<file path="src/rtl/jellyvl_etherneco_synctimer_scheduler_if.sv">
// Control/monitor bundle between the CPU-side registers, the synctimer master
// and the sync scheduler. The scheduler connects through the slave modport.
interface jellyvl_etherneco_synctimer_scheduler_if #(
   parameter int PERIOD_WIDTH = 32,
   parameter int COUNT_WIDTH  = 16
);
   logic                    enable;
   logic [PERIOD_WIDTH-1:0] period;
   logic                    trigger;
   logic                    mon_valid;
   logic                    mon_ready;
   logic                    mon_last;
   logic                    rx_done;
   logic                    sync_start;
   logic                    sync_override;
   logic                    busy;
   logic [COUNT_WIDTH-1:0]  sync_count;
   logic [COUNT_WIDTH-1:0]  overrun_count;
   logic                    timeout_err;
   logic [COUNT_WIDTH-1:0]  latency;

   modport slave (
      input  enable, period, trigger, mon_valid, mon_ready, mon_last, rx_done,
      output sync_start, sync_override, busy, sync_count, overrun_count,
             timeout_err, latency
   );

   modport master (
      output enable, period, trigger, mon_valid, mon_ready, mon_last, rx_done,
      input  sync_start, sync_override, busy, sync_count, overrun_count,
             timeout_err, latency
   );
endinterface

</file>
<file path="src/rtl/jellyvl_etherneco_synctimer_scheduler.sv">
// EtherNeco synctimer scheduler: issues periodic/manual sync_start pulses,
// chooses override vs adjust-only syncs, tracks each sync frame from its last
// emitted beat to its return around the ring, and counts overruns/timeouts.
// Optional feature macro: ETHERNECO_SYNC_SCHED_LATENCY_EN (round-trip latency
// measurement); when undefined, latency is tied to 0.
module jellyvl_etherneco_synctimer_scheduler #(
   parameter int PERIOD_WIDTH   = 32,
   parameter int OVERRIDE_COUNT = 4,
   parameter int TIMEOUT        = 4096,
   parameter int COUNT_WIDTH    = 16
) (
   input  logic clk,
   input  logic reset,
   jellyvl_etherneco_synctimer_scheduler_if.slave s
);

   typedef enum logic [2:0] {
      ST_IDLE   = 3'd0,
      ST_WAIT   = 3'd1,
      ST_START  = 3'd2,
      ST_SEND   = 3'd3,
      ST_RETURN = 3'd4
   } state_t;

   localparam int                     TMO_W   = $clog2(TIMEOUT + 1);
   localparam logic [COUNT_WIDTH-1:0] CNT_MAX = '1;

   state_t                  state_q, state_d;
   logic                    en_q;
   logic [PERIOD_WIDTH-1:0] per_q, per_d, reload;
   logic [TMO_W-1:0]        tmo_q, tmo_d;
   logic [COUNT_WIDTH-1:0]  sync_count_q, sync_count_d;
   logic [COUNT_WIDTH-1:0]  overrun_q, overrun_d;
   logic                    terr_q, terr_d;
   logic                    tick, req, busy_w;

   // A period below 2 is clamped so the tick never fires every cycle.
   assign reload = (s.period < PERIOD_WIDTH'(2)) ? PERIOD_WIDTH'(1)
                                                 : s.period - PERIOD_WIDTH'(1);
   // The load cycle after enable rises never ticks (en_q is still 0 there).
   assign tick   = s.enable & en_q & (per_q == '0);
   assign req    = tick | s.trigger;
   assign busy_w = (state_q == ST_START) | (state_q == ST_SEND) | (state_q == ST_RETURN);

   // Period down-counter: reload on enable rise and on reaching 0, clear when off.
   always_comb begin
      per_d = per_q;
      if (!s.enable)
         per_d = '0;
      else if (!en_q || per_q == '0)
         per_d = reload;
      else
         per_d = per_q - PERIOD_WIDTH'(1);
   end

   // Next state plus the status counters that change with FSM transitions.
   always_comb begin
      state_d      = state_q;
      tmo_d        = tmo_q;
      sync_count_d = sync_count_q;
      terr_d       = terr_q;
      overrun_d    = overrun_q;
      // One request in a busy cycle is one overrun, even if tick and trigger coincide.
      if (busy_w && req && overrun_q != CNT_MAX)
         overrun_d = overrun_q + COUNT_WIDTH'(1);
      case (state_q)
         ST_IDLE: begin
            if (req)           state_d = ST_START;
            else if (s.enable) state_d = ST_WAIT;
         end
         ST_WAIT: begin
            if (req)            state_d = ST_START;
            else if (!s.enable) state_d = ST_IDLE;
         end
         ST_START: state_d = ST_SEND;
         ST_SEND: begin
            if (s.mon_valid && s.mon_ready && s.mon_last) begin
               state_d = ST_RETURN;
               tmo_d   = '0;
            end
         end
         ST_RETURN: begin
            tmo_d = tmo_q + TMO_W'(1);
            // rx_done takes priority over a timeout in the same cycle.
            if (s.rx_done) begin
               if (sync_count_q != CNT_MAX)
                  sync_count_d = sync_count_q + COUNT_WIDTH'(1);
               state_d = s.enable ? ST_WAIT : ST_IDLE;
            end else if (tmo_q == TMO_W'(TIMEOUT - 1)) begin
               terr_d       = 1'b1;
               sync_count_d = '0;   // lost sync: fall back to override syncs
               state_d      = s.enable ? ST_WAIT : ST_IDLE;
            end
         end
         default: state_d = ST_IDLE;
      endcase
   end

   // State and counter registers.
   always_ff @(posedge clk or posedge reset) begin
      if (reset) begin
         state_q      <= ST_IDLE;
         en_q         <= 1'b0;
         per_q        <= '0;
         tmo_q        <= '0;
         sync_count_q <= '0;
         overrun_q    <= '0;
         terr_q       <= 1'b0;
      end else begin
         state_q      <= state_d;
         en_q         <= s.enable;
         per_q        <= per_d;
         tmo_q        <= tmo_d;
         sync_count_q <= sync_count_d;
         overrun_q    <= overrun_d;
         terr_q       <= terr_d;
      end
   end

   assign s.sync_start    = (state_q == ST_START);
   assign s.sync_override = (state_q == ST_START) &&
                            (sync_count_q < COUNT_WIDTH'(OVERRIDE_COUNT));
   assign s.busy          = busy_w;
   assign s.sync_count    = sync_count_q;
   assign s.overrun_count = overrun_q;
   assign s.timeout_err   = terr_q;

`ifdef ETHERNECO_SYNC_SCHED_LATENCY_EN
   logic [COUNT_WIDTH-1:0] lat_cnt_q, lat_cnt_d, lat_q, lat_d;
   logic                   rx_ok;

   assign rx_ok = (state_q == ST_RETURN) & s.rx_done;

   // Cycle counter restarted by sync_start; captured on a successful return only.
   always_comb begin
      lat_cnt_d = lat_cnt_q;
      lat_d     = lat_q;
      if (state_q == ST_START)
         lat_cnt_d = COUNT_WIDTH'(1);
      else if (lat_cnt_q != CNT_MAX)
         lat_cnt_d = lat_cnt_q + COUNT_WIDTH'(1);
      if (rx_ok)
         lat_d = lat_cnt_q;
   end

   // Latency measurement registers.
   always_ff @(posedge clk or posedge reset) begin
      if (reset) begin
         lat_cnt_q <= '0;
         lat_q     <= '0;
      end else begin
         lat_cnt_q <= lat_cnt_d;
         lat_q     <= lat_d;
      end
   end

   assign s.latency = lat_q;
`else
   assign s.latency = '0;
`endif

endmodule

</file>
<file path="src/flat_wrapper.sv">
// flat-port wrapper written by rule: the top's interface ports become plain ports
module jellyvl_etherneco_synctimer_scheduler_flat 
#(
   parameter int PERIOD_WIDTH   = 32,
   parameter int OVERRIDE_COUNT = 4,
   parameter int TIMEOUT        = 4096,
   parameter int COUNT_WIDTH    = 16
)
  (clk, reset, s_enable, s_period, s_trigger, s_mon_valid, s_mon_ready, s_mon_last, s_rx_done, s_sync_start, s_sync_override, s_busy, s_sync_count, s_overrun_count, s_timeout_err, s_latency);
  jellyvl_etherneco_synctimer_scheduler_if #(.PERIOD_WIDTH(PERIOD_WIDTH), .COUNT_WIDTH(COUNT_WIDTH)) s_i ();
  input  logic clk;
  input  logic reset;
  input wire logic [$bits(s_i.enable)-1:0] s_enable;
  input wire logic [$bits(s_i.period)-1:0] s_period;
  input wire logic [$bits(s_i.trigger)-1:0] s_trigger;
  input wire logic [$bits(s_i.mon_valid)-1:0] s_mon_valid;
  input wire logic [$bits(s_i.mon_ready)-1:0] s_mon_ready;
  input wire logic [$bits(s_i.mon_last)-1:0] s_mon_last;
  input wire logic [$bits(s_i.rx_done)-1:0] s_rx_done;
  output wire logic [$bits(s_i.sync_start)-1:0] s_sync_start;
  output wire logic [$bits(s_i.sync_override)-1:0] s_sync_override;
  output wire logic [$bits(s_i.busy)-1:0] s_busy;
  output wire logic [$bits(s_i.sync_count)-1:0] s_sync_count;
  output wire logic [$bits(s_i.overrun_count)-1:0] s_overrun_count;
  output wire logic [$bits(s_i.timeout_err)-1:0] s_timeout_err;
  output wire logic [$bits(s_i.latency)-1:0] s_latency;
  assign s_i.enable = s_enable;
  assign s_i.period = s_period;
  assign s_i.trigger = s_trigger;
  assign s_i.mon_valid = s_mon_valid;
  assign s_i.mon_ready = s_mon_ready;
  assign s_i.mon_last = s_mon_last;
  assign s_i.rx_done = s_rx_done;
  assign s_sync_start = s_i.sync_start;
  assign s_sync_override = s_i.sync_override;
  assign s_busy = s_i.busy;
  assign s_sync_count = s_i.sync_count;
  assign s_overrun_count = s_i.overrun_count;
  assign s_timeout_err = s_i.timeout_err;
  assign s_latency = s_i.latency;
  jellyvl_etherneco_synctimer_scheduler #(.PERIOD_WIDTH(PERIOD_WIDTH), .OVERRIDE_COUNT(OVERRIDE_COUNT), .TIMEOUT(TIMEOUT), .COUNT_WIDTH(COUNT_WIDTH)) u_core (.clk(clk), .reset(reset), .s(s_i));
endmodule
</file>
<file path="config.mk">
export PLATFORM = sky130hd
export DESIGN_NAME = jellyvl_etherneco_synctimer_scheduler_flat
export DESIGN_NICKNAME = d
export VERILOG_FILES = /design/src/rtl/jellyvl_etherneco_synctimer_scheduler_if.sv /design/src/rtl/jellyvl_etherneco_synctimer_scheduler.sv /design/src/flat_wrapper.sv
export SDC_FILE = /design/constraint.sdc
export NUM_CORES = 1
export LEC_CHECK = 0
export ABC_AREA = 1
export CAP_MARGIN = 10
export CORE_ASPECT_RATIO = 0.8
export CORE_MARGIN = 2
export CORE_UTILIZATION = 45
export CTS_CLUSTER_DIAMETER = 200
export CTS_CLUSTER_SIZE = 10
export DETAILED_ROUTE_END_ITERATION = 7
export PLACE_DENSITY = 0.78
export SYNTH_ARGS = -nofsm -noshare
export SYNTH_HDL_FRONTEND = slang
export SYNTH_SLANG_ARGS = --single-unit
</file>
<file path="constraint.sdc">
create_clock -name clk -period 3.25 [get_ports clk]
set_clock_uncertainty 0.05 [all_clocks]
set_input_delay 0.325 -clock clk [delete_from_list [all_inputs] [get_ports clk]]
set_output_delay 0.325 -clock clk [all_outputs]
set_load 0.05 [all_outputs]
</file>
==> summary.txt, run 1 <==
Floorplan
  • Core region area: 13600 µm²
  • Row cnt: 38
  • DIE AREA: 14800 µm²
  • Initial Utilization: 45.9%
  • IO Count: 92
  • Die Wd: 135 µm
  • Die Ht: 109 µm

Clock tree
  • Clock Path Buffers: 2
  • CTS sink cnt: 82
  • CTS resizes: 0
  • Htree depth: 3
  • CTS root buffer: clkbuf_16
  • CTS Hold Bufs: 0
  • Postcts setup bufs: 0
  • CTS buffer count: 9
  • CTS tree: yes
  • Clk_lat worst skew: 0.33 ns
  • Clock Pin Slew Worst Setup and Hold Paths: 0.06 ns

Timing
  • Worst slew pin tran: slightly below 0.9 ns
  • Fmax: 363 MHz
  • Fin Setup TNS: 0 ns
  • Final setup vio count: 0
  • Final Cycle Share: between 80% and 90%
  • Slew headroom: roughly 41%
  • Slew Limit Fails: 0
  • RSZ-0062 raised after global routing: false
  • Final hold viol count: 0
  • Final min period: ~2.8 ns

Worst setup path
  • CP required: 2.87 ns
  • Delay-heaviest family, CP: buffers and inverters
  • CP max FO: 6
  • Worst-case reg-to-reg path depth: 10
  • Crit Path Category: reg2out
  • Data arrival, critical path: 2.38 ns
  • Cells along the critical path: nor3_1 -> inv_1 -> nor4_2 -> clkdlybuf4s50_1
  • Slowest-stage cell, CP: clkdlybuf4s50_1
  • Reg2Reg Launch Point: u_core.per_q[18]$_DFF_PP0_
  • Reg2Reg Setup Slack: 1.10 ns
  • Worst reg2reg endpoint: u_core.per_q[18]$_DFF_PP0_
  • CP Capture Type: output pin
  • CP bufs+invs: 2
  • Startpoint types: register
  • Critical path's largest stage delay: 0.84 ns

Cells and area
  • Ant. Diodes: 0
  • FILL cells: 1307
  • Finished Layout Cells: 1206
  • Fin util: 54.8%
  • Synth-to-Final Area Change: 19.3%
  • Proportion of layout cells with a drive suffix above 1: 5.85%
  • Fin nets: approximately 1100

Yosys
  • Post-synth top area cell: dfrtp_1
  • Fraction of registers with async set/reset: 100%
  • FF+latch count, synth: between 80 and 90
  • Ys flop type: dfrtp_1
  • Synth cell count leaders: nand2_1, nor2_1, inv_1
  • Post-synth EDFFs: 0
  • Synthesized area per cell: 6.56 µm²
  • Most numerous cell in the Yosys netlist: nand2_1
  • Part of the Yosys area used for sequential elements: 33.0%
  • Post-Synthesis Cells: 948
  • Post-synth top area share: between 30% and 40%
  • Post-Syn Area: a little over 6000 µm²
  • Number of warnings issued by yosys: 0
  • Top post-synthesis cells by area: dfrtp_1, nand2_1, nor2_1
  • Netlist cell types: 39

Drt
  • Post-DRT Antenna Nets: 0
  • Drt first pass iters: 5
  • Iter 0 DRT Violations: roughly 600
  • Via count: 6190
  • WL final: 16300 µm
  • Vias per cell: 5.13
  • DRC: 0
  • WL per Instance: 13.5 µm

Place
  • DP Wirelength: between 10000 and 15000 µm
  • Placed Cells: 1190
  • Port-buffer cells: 75
  • Placer Congestion: about 0.95

Power and ir drop
  • PwrDens: 610 nW/µm²
  • Peak supply drop: 0.000542 V
  • Pleak: 3.39 nW

Worst hold path
  • Type of the most critical hold path: in2async

Global routing
  • All-Layer GR Usage: 23.2%
  • Global-route wire length before repair: roughly 27000 µm
  • Pin count of the biggest net entering global routing: 48
  • Vias in the first global route: about 5600
  • Overflow after GRT: 0
  • Initial antenna violation count: 0

Status
  • Status: complete, no violations

Flow run
  • Count of max-cap constraint violations: 0
-- layout by cell type (no fill, tap or decap), drive strengths merged, types with 18 or more instances in the layout --
| cell | count |
|---|---|
| dfrtp | 82 |
| xor2 | 37 |
| nor3 | 24 |
| nor2 | 195 |
| nand2 | 253 |
| inv | 97 |
| clkdlybuf4s50 | 75 |
| a21oi | 18 |
| nand3 | 75 |
| o21ai | 67 |
-- flip-flops by register name (all words and copies together), names as in the netlist --
signal and cells:
u_core.s.timeout_err 1, u_core.en_q 1, u_core.per_q 32, u_core.s.sync_count 16, u_core.tmo_q 13, u_core.s.overrun_count 16
u_core.state_q 3
-- per-stage QoR --
step	cell area [µm²]	total power [W]	worst slack (ns)	hold WS [ns]
floorplan	6280	0.00281	0.0700	0.306
global placement	7070	0.00331	0.874	0.409
detailed placement	7070	0.00334	0.849	0.412
CTS	7420	0.00455	0.487	0.351
global route	7420	0.00480	0.360	0.416
finish	7420	0.00453	0.495	0.342
-- power breakdown --
part	leakage, nW	internal [W]	total [W]	switching (W)
Combinational	2.18	0.000610	0.00185	0.00124
Clock	0.165	0.000773	0.00119	0.000417
Sequential	1.04	0.00124	0.00149	0.000254
-- worst register-to-register path, delay by kind of cell, from the launching register on --
| family | cells | cell delay [ns] |
|---|---|---|
| and+or+nand+nor | 9 | 1.20 |
| buffers and inverters | 1 | 0.32 |
| DFF | 1 | 0.46 |
-- worst max path at each step --
stage                                   from              end  slack [ns]  depth (start not counted)
6_report       u_core.state_q[2]$_DFFE_PP0P_  s_sync_override        0.49                          4
5_1_grt        u_core.state_q[2]$_DFFE_PP0P_  s_sync_override        0.36                          4
4_1_cts        u_core.state_q[2]$_DFFE_PP0P_  s_sync_override        0.49                          4
3_5_place_dp   u_core.state_q[2]$_DFFE_PP0P_  s_sync_override        0.85                          4
3_3_place_gp   u_core.state_q[2]$_DFFE_PP0P_  s_sync_override        0.87                          4
2_1_floorplan  u_core.state_q[2]$_DFFE_PP0P_  s_sync_override        0.07                          3
-- layout make-up --
type	count	area (µm²)	area share, %
Inverter	98	374	5.04
Timing Repair Buffer	80	801	10.8
Clock inverter	6	114	1.53
Sequential cell	82	2050	27.6
Multi-Input combinational cell	750	3620	48.7
Clock buffer	10	239	3.22
Tap cell	180	225	3.03
-- cells by family after synthesis --
kind of cell,share of synthesized area [%]
XOR/XNOR,7.32
adder cells (fa/ha/maj),1.21
flip-flops,33.0
AO/OA/AOI/OAI,9.01
buffers and inverters,9.95
multiplexers,0.161
other,0.0603
AND/OR/NAND/NOR,39.3
-- metal layers --
| metal | global-route usage (%) | up-vias | share of wire [%] |
|---|---|---|---|
| met5 | 0 | - | 0 |
| met4 | 5.80 | 0 | 1.2 |
| met3 | 4.79 | 14 | 7.1 |
| met2 | 33.3 | 223 | 41 |
| met1 | 35.4 | 2807 | 50 |
| li1 | - | 3146 | - |
No activity file was read; power rests on OpenSTA's default activity.
==> run 2, diff against run 1 <==
- PLACE_DENSITY: 0.78 -> 0.81
- clock period: 3.25 -> 2.2 ns (I/O delays scaled with it)
==> run 2 against run 1 <==
Compared with the run above:
- sequential share of layout area decreased by 0.70 points
- register-to-register slack worse by 0.90 ns
- first-iteration DRC count down 13%
- cell count is 2.0% higher
- worst hold slack worse by 0.063 ns
- routed wire length up 0.71%
- clock-buffer cell count is 1 higher
- total power rose by 45%
- non-clock buffer count is 26 higher
- critical path type unchanged
- critical endpoint unchanged
- highest routed layer unchanged
==> summary.txt, run 2 (synthesized netlist as in run 1, its figures left out) <==
Status
  • Status: complete, no violations

Cells and area
  • Post-route cell area: 7620 µm²
  • FILL cells: 1241
  • Ant. Diodes: 0
  • Proportion of layout cells with a drive suffix above 1: 8.29%
  • FF/Latch Area: 2050 µm²
  • Most flops, register: u_core.per_q
  • Finished Layout Cells: 1230
  • Synth-to-Final Area Change: 22.4%
  • Commonest non-fill, non-tap cell in the layout: nand2_1
  • Fin nets: approximately 1100
  • Most frequent cells in the layout: nand2_1, nor2_1, inv_1, dfrtp_1, nand3_1
  • Footprint of the multi-input gates: 3640 µm²
  • Largest register FFs: 32

Drt
  • Iter 0 DRT Violations: 526
  • Post-DRT Antenna Nets: 0
  • Via count: 6385
  • Vias per cell: about 5.2
  • Drt first pass iters: 5
  • WL per Instance: between 10 and 15 µm
  • DRC: 0
  • WL final: approximately 16000 µm

Clock tree
  • CTS buffer count: 9
  • Clock Pin Slew Worst Setup and Hold Paths: 0.06 ns
  • Clock Path Buffers: 2
  • CTS tree: yes
  • CTS Hold Bufs: 0
  • Htree depth: 3
  • CTS root buffer: clkbuf_16
  • CTS sink cnt: 82
  • Clk_lat worst skew: 0.34 ns

Floorplan
  • Initial Utilization: 45.9%
  • Die Wd: 135 µm
  • Die Ht: roughly 110 µm
  • IO Count: 92
  • Core region area: between 10000 and 15000 µm²
  • DIE AREA: ~15000 µm²
  • Row cnt: 38

Place
  • Dpl cell area: 7310 µm²
  • Port-buffer cells: 75
  • Placer Congestion: ~1
  • Placed Cells: 1216
  • DP Wirelength: 12500 µm

Worst setup path
  • Critical path depth: 4
  • Critical path's largest stage delay: 0.44 ns
  • Crit Path Category: reg2out
  • CP bufs+invs: 2
  • Worst-case reg-to-reg path depth: 9
  • CP Capture Type: output pin
  • Data arrival, critical path: between 1.5 and 2 ns
  • CP max FO: 6
  • CP required: slightly below 2 ns
  • Startpoint types: register
  • Cells along the critical path: nor3_2 -> inv_1 -> nor4_4 -> buf_12
  • Slowest-stage cell, CP: dfrtp_1
  • Reg2Reg Setup Slack: 0.20 ns
  • Worst reg2reg endpoint: u_core.per_q[16]$_DFF_PP0_
  • Reg2Reg Launch Point: u_core.per_q[0]$_DFF_PP0_
  • Delay-heaviest family, CP: simple AND/OR/NAND/NOR gates

Timing
  • Fmax: a little under 500 MHz
  • Final min period: 2.02 ns
  • Final hold viol count: 0
  • Slew Limit Fails: 0
  • Fin Setup TNS: 0 ns
  • Slew headroom: 57.0%
  • Final Cycle Share: between 90% and 100%
  • Worst slew pin tran: 0.643 ns
  • RSZ-0062 raised after global routing: false
  • Final setup vio count: 0

Global routing
  • All-Layer GR Usage: 23.2%
  • Overflow after GRT: 0
  • Pin count of the biggest net entering global routing: between 80 and 90
  • Initial antenna violation count: 0
  • Vias in the first global route: 5878
  • Global-route wire length before repair: 27600 µm

Worst hold path
  • Type of the most critical hold path: in2async

Power and ir drop
  • PwrDens: between 800 and 900 nW/µm²
  • Total power: 0.00656 W
  • Peak supply drop: roughly 0.00085 V
  • Pleak: 3.54 nW

Flow run
  • Count of max-cap constraint violations: 0
## run 2: cell types whose count changed in the layout (fill, tap and decap cells not counted), sizes merged
cell / delta
buf: +28
clkdlybuf4s50: -3
bufinv: -2
clkbuf: +1
clkinvlp: -1
dlymetal6s2s: +1
## run 2: layer usage
metal  part of all wire [%]  vias up  global-route usage [%]
met2                     43      219                    35.1
met1                     47     2940                    32.6
met3                    8.7       18                    7.16
met5                      0        -                       0
li1                       -     3208                       -
met4                    1.1        0                    5.51
## run 2: cell type report
class,count,area share [%]
Clock buffer,11,3.32
Clock inverter,3,0.526
Inverter,98,4.98
Multi-Input combinational cell,750,47.7
Sequential cell,82,26.9
Tap cell,180,2.96
Timing Repair Buffer,106,13.5
## run 2: how the worst max path moves through the flow
stage | from | to | slack (ns)
finish | u_core.state_q[2]$_DFFE_PP0P_ | s_sync_override | 0.18
global route | u_core.tmo_q[0]$_DFFE_PP0P_ | u_core.s.sync_count[10]$_DFFE_PP0P_ | 0.009
CTS | u_core.state_q[2]$_DFFE_PP0P_ | s_sync_start | 0.02
detailed placement | u_core.per_q[1]$_DFF_PP0_ | u_core.per_q[15]$_DFF_PP0_ | 0.004
global placement | u_core.per_q[0]$_DFF_PP0_ | u_core.per_q[31]$_DFF_PP0_ | 0.04
floorplan | u_core.state_q[2]$_DFFE_PP0P_ | s_sync_override | -0.11
## run 2: tightest hold or removal path, cell delays in order
cell	delay [ns]
clkdlybuf4s50_1	0.44
clkinvlp_4	0.09
buf_12	0.34
## run 2: repair_timing
item / CTS / global route
setup endpoints to repair: 1 / 8
buffers inserted: 0 / 0
resized for setup: 1 / 2
## run 2: through the flow
step | setup WS [ns] | util (%) | hold WS, ns
after floorplan | -0.110 | - | 0.201
after global placement | 0.0441 | 54.0 | 0.407
after detailed placement | 0.00446 | 54.0 | 0.428
after CTS | 0.0166 | 56.2 | 0.317
after global routing | 0.00912 | 56.2 | 0.349
final | 0.179 | 56.2 | 0.279
## run 2: power breakdown
part / total (W) / internal (W) / leakage, nW / switching [W]
sequential: 0.00220 / 0.00183 / 1.04 / 0.000366
combinational: 0.00284 / 0.000972 / 2.35 / 0.00187
clock: 0.00151 / 0.000924 / 0.147 / 0.000588
==> run 3, diff against run 2 <==
- CAP_MARGIN: 10 -> 20
==> results of run 3 <==
No change in the layout: final DEF, timing and power equal those of run 2.
